File: src/rtl/tick_gen_pkg.sv
// Shared constants and helpers for the multi-channel tick generator.
// Divide constants assume the 100 MHz board clock.
package tick_gen_pkg;

  localparam int DEF_WIDTH = 32;
  localparam int DEF_NCH   = 4;

  localparam logic [31:0] DIV_1KHZ  = 32'd100_000;
  localparam logic [31:0] DIV_100HZ = 32'd1_000_000;
  localparam logic [31:0] DIV_10HZ  = 32'd10_000_000;
  localparam logic [31:0] DIV_4HZ   = 32'd25_000_000;
  localparam logic [31:0] DIV_1HZ   = 32'd100_000_000;

  // A single channel still needs a 1-bit select so the port never collapses.
  function automatic int sel_width(input int nch);
    return (nch > 1) ? $clog2(nch) : 1;
  endfunction

endpackage

File: src/rtl/tick_gen_if.sv
// Control/strobe bundle of tick_gen: divide-value writes in, ticks and
// square waves out, plus the legacy free-running divider count.
interface tick_gen_if #(
  parameter int WIDTH = 32,
  parameter int NCH   = 4,
  parameter int SELW  = 2
);
  logic             en;
  logic             restart;
  logic             div_we;
  logic [SELW-1:0]  div_sel;
  logic [WIDTH-1:0] div_val;
  logic [NCH-1:0]   tick;
  logic [NCH-1:0]   square;
  logic [WIDTH-1:0] clkdiv;

  modport master (
    output en, restart, div_we, div_sel, div_val,
    input  tick, square, clkdiv
  );

  modport slave (
    input  en, restart, div_we, div_sel, div_val,
    output tick, square, clkdiv
  );
endinterface

File: src/rtl/tick_chan.sv
// One tick channel: programmable divide-by-N strobe with a shadowed divide
// value that only takes effect on a period boundary, plus a toggling square.
module tick_chan #(
  parameter int               WIDTH     = 32,
  parameter logic [WIDTH-1:0] RESET_DIV = '0
) (
  input  logic             clk,
  input  logic             rst,
  input  logic             en,
  input  logic             restart,
  input  logic             we,
  input  logic [WIDTH-1:0] wval,
  output logic             tick,
  output logic             square
);

  logic [WIDTH-1:0] div_q;
  logic [WIDTH-1:0] div_sh_q;
  logic [WIDTH-1:0] cnt_q;
  logic             pend_q;
  logic             active;
  logic             terminal;

  assign active   = (div_q != '0);
  assign terminal = active && en && !restart && (cnt_q == div_q - WIDTH'(1));

  always_ff @(posedge clk) begin
    if (rst) begin
      div_q    <= RESET_DIV;
      div_sh_q <= RESET_DIV;
      pend_q   <= 1'b0;
      cnt_q    <= '0;
      tick     <= 1'b0;
      square   <= 1'b0;
    end else begin
      if (restart) begin
        cnt_q  <= '0;
        tick   <= 1'b0;
        square <= 1'b0;
      end else if (!active) begin
        cnt_q <= '0;
        tick  <= 1'b0;
      end else if (terminal) begin
        cnt_q  <= '0;
        tick   <= 1'b1;
        square <= ~square;
      end else if (en) begin
        cnt_q <= cnt_q + WIDTH'(1);
        tick  <= 1'b0;
      end else begin
        tick <= 1'b0;
      end

      // An idle channel has no period to finish, so a write starts it at once;
      // otherwise the new value waits in the shadow for the next wrap.
      if (we && !active) begin
        div_q    <= wval;
        div_sh_q <= wval;
        pend_q   <= 1'b0;
      end else begin
        if (terminal && pend_q) begin
          div_q  <= div_sh_q;
          pend_q <= 1'b0;
        end
        if (we) begin
          div_sh_q <= wval;
          pend_q   <= 1'b1;
        end
      end
    end
  end

endmodule

File: src/rtl/tick_gen.sv
// Multi-channel tick generator: NCH independent divide-by-N strobes plus the
// free-running clkdiv count kept for existing divider-bit consumers.
module tick_gen
  import tick_gen_pkg::*;
#(
  parameter int               WIDTH     = DEF_WIDTH,
  parameter int               NCH       = DEF_NCH,
  parameter logic [WIDTH-1:0] RESET_DIV = '0,
  parameter int               SELW      = sel_width(NCH)
) (
  input  logic      clk,
  input  logic      rst,
  tick_gen_if.slave bus
);

  logic [WIDTH-1:0] clkdiv_q;
  logic             sel_ok;
  logic [NCH-1:0]   we_vec;

  always_ff @(posedge clk) begin
    if (rst) begin
      clkdiv_q <= '0;
    end else begin
      clkdiv_q <= clkdiv_q + WIDTH'(1);
    end
  end

  assign bus.clkdiv = clkdiv_q;

  // Selects beyond the last channel are dropped rather than aliased.
  assign sel_ok = (32'(bus.div_sel) < NCH);

  for (genvar gi = 0; gi < NCH; gi++) begin : g_chan
    assign we_vec[gi] = bus.div_we && sel_ok && (bus.div_sel == SELW'(gi));

    tick_chan #(
      .WIDTH     (WIDTH),
      .RESET_DIV (RESET_DIV)
    ) u_chan (
      .clk     (clk),
      .rst     (rst),
      .en      (bus.en),
      .restart (bus.restart),
      .we      (we_vec[gi]),
      .wval    (bus.div_val),
      .tick    (bus.tick[gi]),
      .square  (bus.square[gi])
    );
  end

endmodule

File: src/flat_wrapper.sv
// flat-port wrapper written by rule: the top's interface ports become plain ports
module tick_gen_flat import tick_gen_pkg::*;
#(
  parameter int               WIDTH     = DEF_WIDTH,
  parameter int               NCH       = DEF_NCH,
  parameter logic [WIDTH-1:0] RESET_DIV = '0,
  parameter int               SELW      = sel_width(NCH)
)
  (clk, rst, bus_en, bus_restart, bus_div_we, bus_div_sel, bus_div_val, bus_tick, bus_square, bus_clkdiv);
  tick_gen_if #(.WIDTH(WIDTH), .NCH(NCH), .SELW(SELW)) bus_i ();
  input  logic clk;
  input  logic rst;
  input wire logic [$bits(bus_i.en)-1:0] bus_en;
  input wire logic [$bits(bus_i.restart)-1:0] bus_restart;
  input wire logic [$bits(bus_i.div_we)-1:0] bus_div_we;
  input wire logic [$bits(bus_i.div_sel)-1:0] bus_div_sel;
  input wire logic [$bits(bus_i.div_val)-1:0] bus_div_val;
  output wire logic [$bits(bus_i.tick)-1:0] bus_tick;
  output wire logic [$bits(bus_i.square)-1:0] bus_square;
  output wire logic [$bits(bus_i.clkdiv)-1:0] bus_clkdiv;
  assign bus_i.en = bus_en;
  assign bus_i.restart = bus_restart;
  assign bus_i.div_we = bus_div_we;
  assign bus_i.div_sel = bus_div_sel;
  assign bus_i.div_val = bus_div_val;
  assign bus_tick = bus_i.tick;
  assign bus_square = bus_i.square;
  assign bus_clkdiv = bus_i.clkdiv;
  tick_gen #(.WIDTH(WIDTH), .NCH(NCH), .RESET_DIV(RESET_DIV), .SELW(SELW)) u_core (.clk(clk), .rst(rst), .bus(bus_i));
endmodule
File: config.mk
export PLATFORM = sky130hd
export DESIGN_NAME = tick_gen_flat
export DESIGN_NICKNAME = d
export VERILOG_FILES = /design/src/rtl/tick_gen_pkg.sv /design/src/rtl/tick_gen_if.sv /design/src/rtl/tick_chan.sv /design/src/rtl/tick_gen.sv /design/src/flat_wrapper.sv
export SDC_FILE = /design/constraint.sdc
export NUM_CORES = 1
export LEC_CHECK = 0
export ABC_AREA = 0
export BUFFER_PORTS_ARGS = -buffer_cell sky130_fd_sc_hd__buf_2
export CAP_MARGIN = 20
export CELL_PAD_IN_SITES_DETAIL_PLACEMENT = 0
export CELL_PAD_IN_SITES_GLOBAL_PLACEMENT = 1
export CORE_MARGIN = 1.5
export CORE_UTILIZATION = 39
export CTS_BUF_LIST = sky130_fd_sc_hd__clkbuf_8 sky130_fd_sc_hd__clkbuf_16
export CTS_CLUSTER_DIAMETER = 200
export DETAILED_ROUTE_END_ITERATION = 7
export HOLD_SLACK_MARGIN = 0.05
export PLACE_DENSITY = 0.78
export SYNTH_ARGS = -nofsm -noshare
export SYNTH_HDL_FRONTEND = slang
export SYNTH_SLANG_ARGS = --single-unit
File: constraint.sdc
create_clock -name clk -period 5.29 [get_ports clk]
set_input_delay 0.529 -clock clk [delete_from_list [all_inputs] [get_ports clk]]
set_output_delay 0.529 -clock clk [all_outputs]
set_load 0.02 [all_outputs]
# Word level (Yosys, flattened, before mapping)
# Index checks and enable logic that the tools add are counted.
# word_totals
ff_bits,428
latch_bits,0
ramBits,0
romBits,0
inputBits,39
mem_count,0
# op_classes
n_addsub,9
mul,0
div_mod_pow,0
order_cmp,0
n_eq_ne,7
n_shift,0
n_mux,28
bitwise,8
n_reduce_logical,63
# op_table
cell,count
32-bit two-way mux,16
32-bit by 1-bit adder with 32-bit output (second input constant),5
32-bit equality test,4
32-bit nonzero test,4
32-bit by 1-bit subtractor with 32-bit output (second input constant),4
1-bit logical AND,24
2-bit nonzero test,12
4-bit OR reduction,4
1-bit two-way mux,12
3-bit OR reduction,4
2-bit OR reduction,5
1-bit inverter,8
2-bit AND reduction,4
1-bit zero test,5
2-bit equality test (second input constant),2
2-bit by 1-bit equality test with 1-bit output (second input constant),1
2-bit zero test,1

# Longest topological paths before layout
# depth
ltp_word,7
mapped_depth,15
depth_no_buf,11

# By module
# A second synthesis with hierarchy kept.
# unflattened
cells_unflattened,2933
hier_area_um2,24479.7
# by_module_without_submodules
module,instances,cells_per_inst,area_per_inst_um2,seq_area_each_um2
tick_chan (u_core.g_chan[0].u_chan ...),3,700,5798.1,1981.9
tick_chan (u_core.g_chan[3].u_chan),1,662,5611.6,1981.9
tick_gen,1,171,1473.9,640.6

# Least setup slack after synthesis
# Ideal clock, no wire load.
# synth_path
kind,register to register
start,reg u_core.g_chan[2].u_chan.div_q[0]
end,reg u_core.g_chan[2].u_chan.div_q[17]
arrival_ns,3.163
required_ns,5.204
path_slack_ns,2.042
path_stages_with_launch,14
synth_period_minus_slack_ns,3.248
cell_sequence,dfxtp_1 -> inv_1 -> ha_1 -> clkbuf_1 -> or4b_1 -> o41ai_1 -> xor2_1 -> a32oi_1 -> a221o_1 -> nor3_1 -> o2111ai_4 -> buf_6 -> mux2i_1 -> a211oi_1
# synth_via
elab_chain_cells,6
# synth_rtl
item,line_no,rtl
"start, declared",tick_chan.sv:17,logic [WIDTH-1:0] div_q;
"start signal, assigned",tick_chan.sv:57,div_q <= wval;
"start signal, assigned",tick_chan.sv:62,div_q <= div_sh_q;
"parallel branches: the longest is 6 deep, another holds 32-bit by 1-bit subtractor with 32-bit output",n/a,
# Parallel ways; which one is timed is not known.
# A chain may end at the register's enable or synchronous reset.

# Final worst setup path
# layout_path
start,reg u_core.g_chan[2].u_chan.div_q[0]
end,reg u_core.g_chan[2].u_chan.div_q[0]
# Same word-level chain as after synthesis.

==> impl_metrics.yaml <==
sta:
  slew_viol_final: 0
  fin_skew_ns: 0.0425
  grt_setup_unrepaired: "false"
  fmax_mhz: 232
  setup_viol: 0
  period_share: 0.815
  min_period_ns: 4.31
  finalHoldViolCount: 0
  worstMarginPinSlew_ns: 0.986
  slew_headroom: 0.342
  setup_tns_ns: 0
cts:
  clkLatencyLatePin_ns: 0.63
  cts_resized: 0
  path_clk_slew_ns: 0.06
  cts_max_path_buffers: 3
  ctsHoldBuffers: 0
  root_buffer: "clkbuf_16"
  cts_setup_buffers: 0
  cts_made_buffers: 48
  cts_tree: "yes"
  clock_sinks: 428
  h-tree-depth: 2
floorplan:
  rows: 88
  core_area_um2: 57500
  start_util: 0.393
  die_width_um: 244
  ioPinCount: 79
  die_area_um2: 59400
  fp.dieH_um: 244
worst_hold_path:
  worstHoldStart: "bus_restart"
  hold_path.class: "input port to register"
setup_path:
  crit_arrival_ns: 4.81
  slowest_delay_ns: 0.65
  worstPathCellList: "inv_1 > ha_1 > nor4b_2 > nand3_1 > nor3_1 > xnor2_1 > a2111oi_0 > and4_1 > o2111ai_4 > buf_4 > mux2i_1 > a211oi_1"
  cp_max_fo: 20
  path_delay_family: "simple AND/OR/NAND/NOR gates"
  cp-end-kind: "register"
  required_ns: 5.78
  worstSetupStartpoint: "u_core.g_chan[2].u_chan.div_q[0]"
  path_buf_inv: 2
  reg2reg_from: "u_core.g_chan[2].u_chan.div_q[0]"
  path_class: "register to register"
  cp_slowest_cell: "a2111oi_0"
  start_kind: "register"
yosys:
  ys_seq_elements: 428
  syn_nets: 2853
  synthTopCellsByCount: "dfxtp_1 (428), nand2_1 (412), nor2_1 (373), a21oi_1 (153), xnor2_1 (149)"
  synth.yosys.warnings: 0
  yosysSeqAreaShare: 0.379
  syn_inst: 2805
  syn_area_per_cell_um2: 8.05
  yosysUniqueCellTypes: 95
  synth_edf_count: 0
  yosys-top-cells-area: "dfxtp_1 (38%), nand2_1 (6.8%), nor2_1 (6.2%), xnor2_1 (5.8%), xor2_1 (5.6%)"
  synth_largest_area_cell: "dfxtp_1"
  synth_top_area_frac: 0.379
  async_reset_ff_frac: 0
  synth_most_common_cell: "dfxtp_1"
  synthFlopType: "dfxtp_1"
  syn_area_um2: 22600
grt:
  grt_pass1_vias: 18650
  grt_use_total: 0.217
  antenna_found_initial: 9
  grt_remaining_overflow: 0
  grt_pass1_wl_um: 105000
  grt_max_degree: 121
pwr:
  power.density_nw_per_um2: 419
  power.leakage_uw: 0.00914
  max-vdd-ir-drop_mv: 0.300
drt:
  dr.pass1.iters: 7
  wl_per_cell_um: 18.4
  post_drt_via_cell_ratio: 5.57
  drtAntennaViolNets: 0
  num_vias: 19860
  wirelength_um: 65400
  drtIter0Drc: 1534
  drcViolationCount: 0
placed_design:
  place.gp.congestion: 0.904
  numPortBuffers: 78
  hpwl_um: 45000
  place_inst: 3471
cells_and_area:
  drive_gt1_frac: 0.0902
  synthToLayoutAreaGrowth_pct: 10.6
  stdcell_count: 3563
  nFillCells: 5761
  final_util: 0.435
  layout.nets: 2805
run:
  cap_viol_max_count: 0
status:
  outcome: "finished, final reports clean"
metal layers:
metal	GRT usage	wire (um)	vias up
met1	0.294	29700	9487
met2	0.347	29600	516
met3	0.0431	4310	125
met5	0	75	-
li1	-	-	9720
met4	0.0663	1760	12
logic make-up after synthesis:
group | Yosys count | synth area share
adder cells (fa/ha/maj) | 9 | 0.00499
flip-flops | 428 | 0.379
buffers and inverters | 250 | 0.0506
multiplexers | 90 | 0.0401
AO/OA/AOI/OAI | 474 | 0.142
AND/OR/NAND/NOR | 1259 | 0.267
XOR/XNOR | 295 | 0.116
layout by cell type, fill, tap and decap left out, drive strengths merged, types with 28 or more instances in the layout:
master / Yosys / final
a211oi: 80 / 80
a21oi: 153 / 153
a31oi: 36 / 36
and3: 40 / 40
buf: 61 / 105
clkbuf: 143 / 56
dfxtp: 428 / 428
inv: 46 / 49
mux2i: 86 / 86
nand2: 413 / 413
nand3: 95 / 95
nand4: 51 / 51
nor2: 373 / 373
nor3: 67 / 67
nor4: 47 / 47
o21ai: 60 / 60
or3: 28 / 28
xnor2: 149 / 149
xor2: 144 / 144
registers in the layout, summed over array words and instances (netlist names):
name	count
u_core.g_chan.u_chan.tick	4
u_core.g_chan.u_chan.square	4
u_core.g_chan.u_chan.div_q	128
u_core.bus.clkdiv	32
u_core.g_chan.u_chan.pend_q	4
u_core.g_chan.u_chan.div_sh_q	128
u_core.g_chan.u_chan.cnt_q	128
per-stage QoR:
stage	power, uW	setup slack [ns]	cell area (um2)	hold slack, ns
after floorplan	6070	2.04	22600	0.436
after CTS	10500	1.03	24900	0.190
after global placement	6800	1.20	23200	0.438
after detailed placement	6860	1.03	23200	0.446
after global routing	11000	0.488	25000	0.226
final	10500	0.977	25000	0.216
report_power, final:
group	total, uW	switching (uW)	internal, uW
sequential	3650	258	3390
combinational	3200	1970	1230
clock	3620	1450	2170
total	10500	3670	6790
layout make-up:
| cell class | count | area [um2] | share of cell area |
|---|---|---|---|
| tap | 765 | 957 | 0.0383 |
| clock buffer | 55 | 1300 | 0.0519 |
| inverter | 46 | 173 | 0.00691 |
| antenna | 3 | 7.51 | 0.000300 |
| multi-input combinational | 2127 | 12900 | 0.516 |
| sequential | 428 | 8570 | 0.343 |
| clock inverter | 33 | 445 | 0.0178 |
| timing repair buffer | 106 | 642 | 0.0257 |
worst paths after layout:
kind	end	slack (ns)	cells after the start
max reg2reg	u_core.g_chan[2].u_chan.div_q[0]	0.98	12
min	u_core.g_chan[2].u_chan.tick	0.22	2
max	u_core.g_chan[2].u_chan.div_q[0]	0.98	12
min reg2reg	u_core.g_chan[1].u_chan.div_sh_q[18]	0.45	2
(Power assumes the default switching activity.)
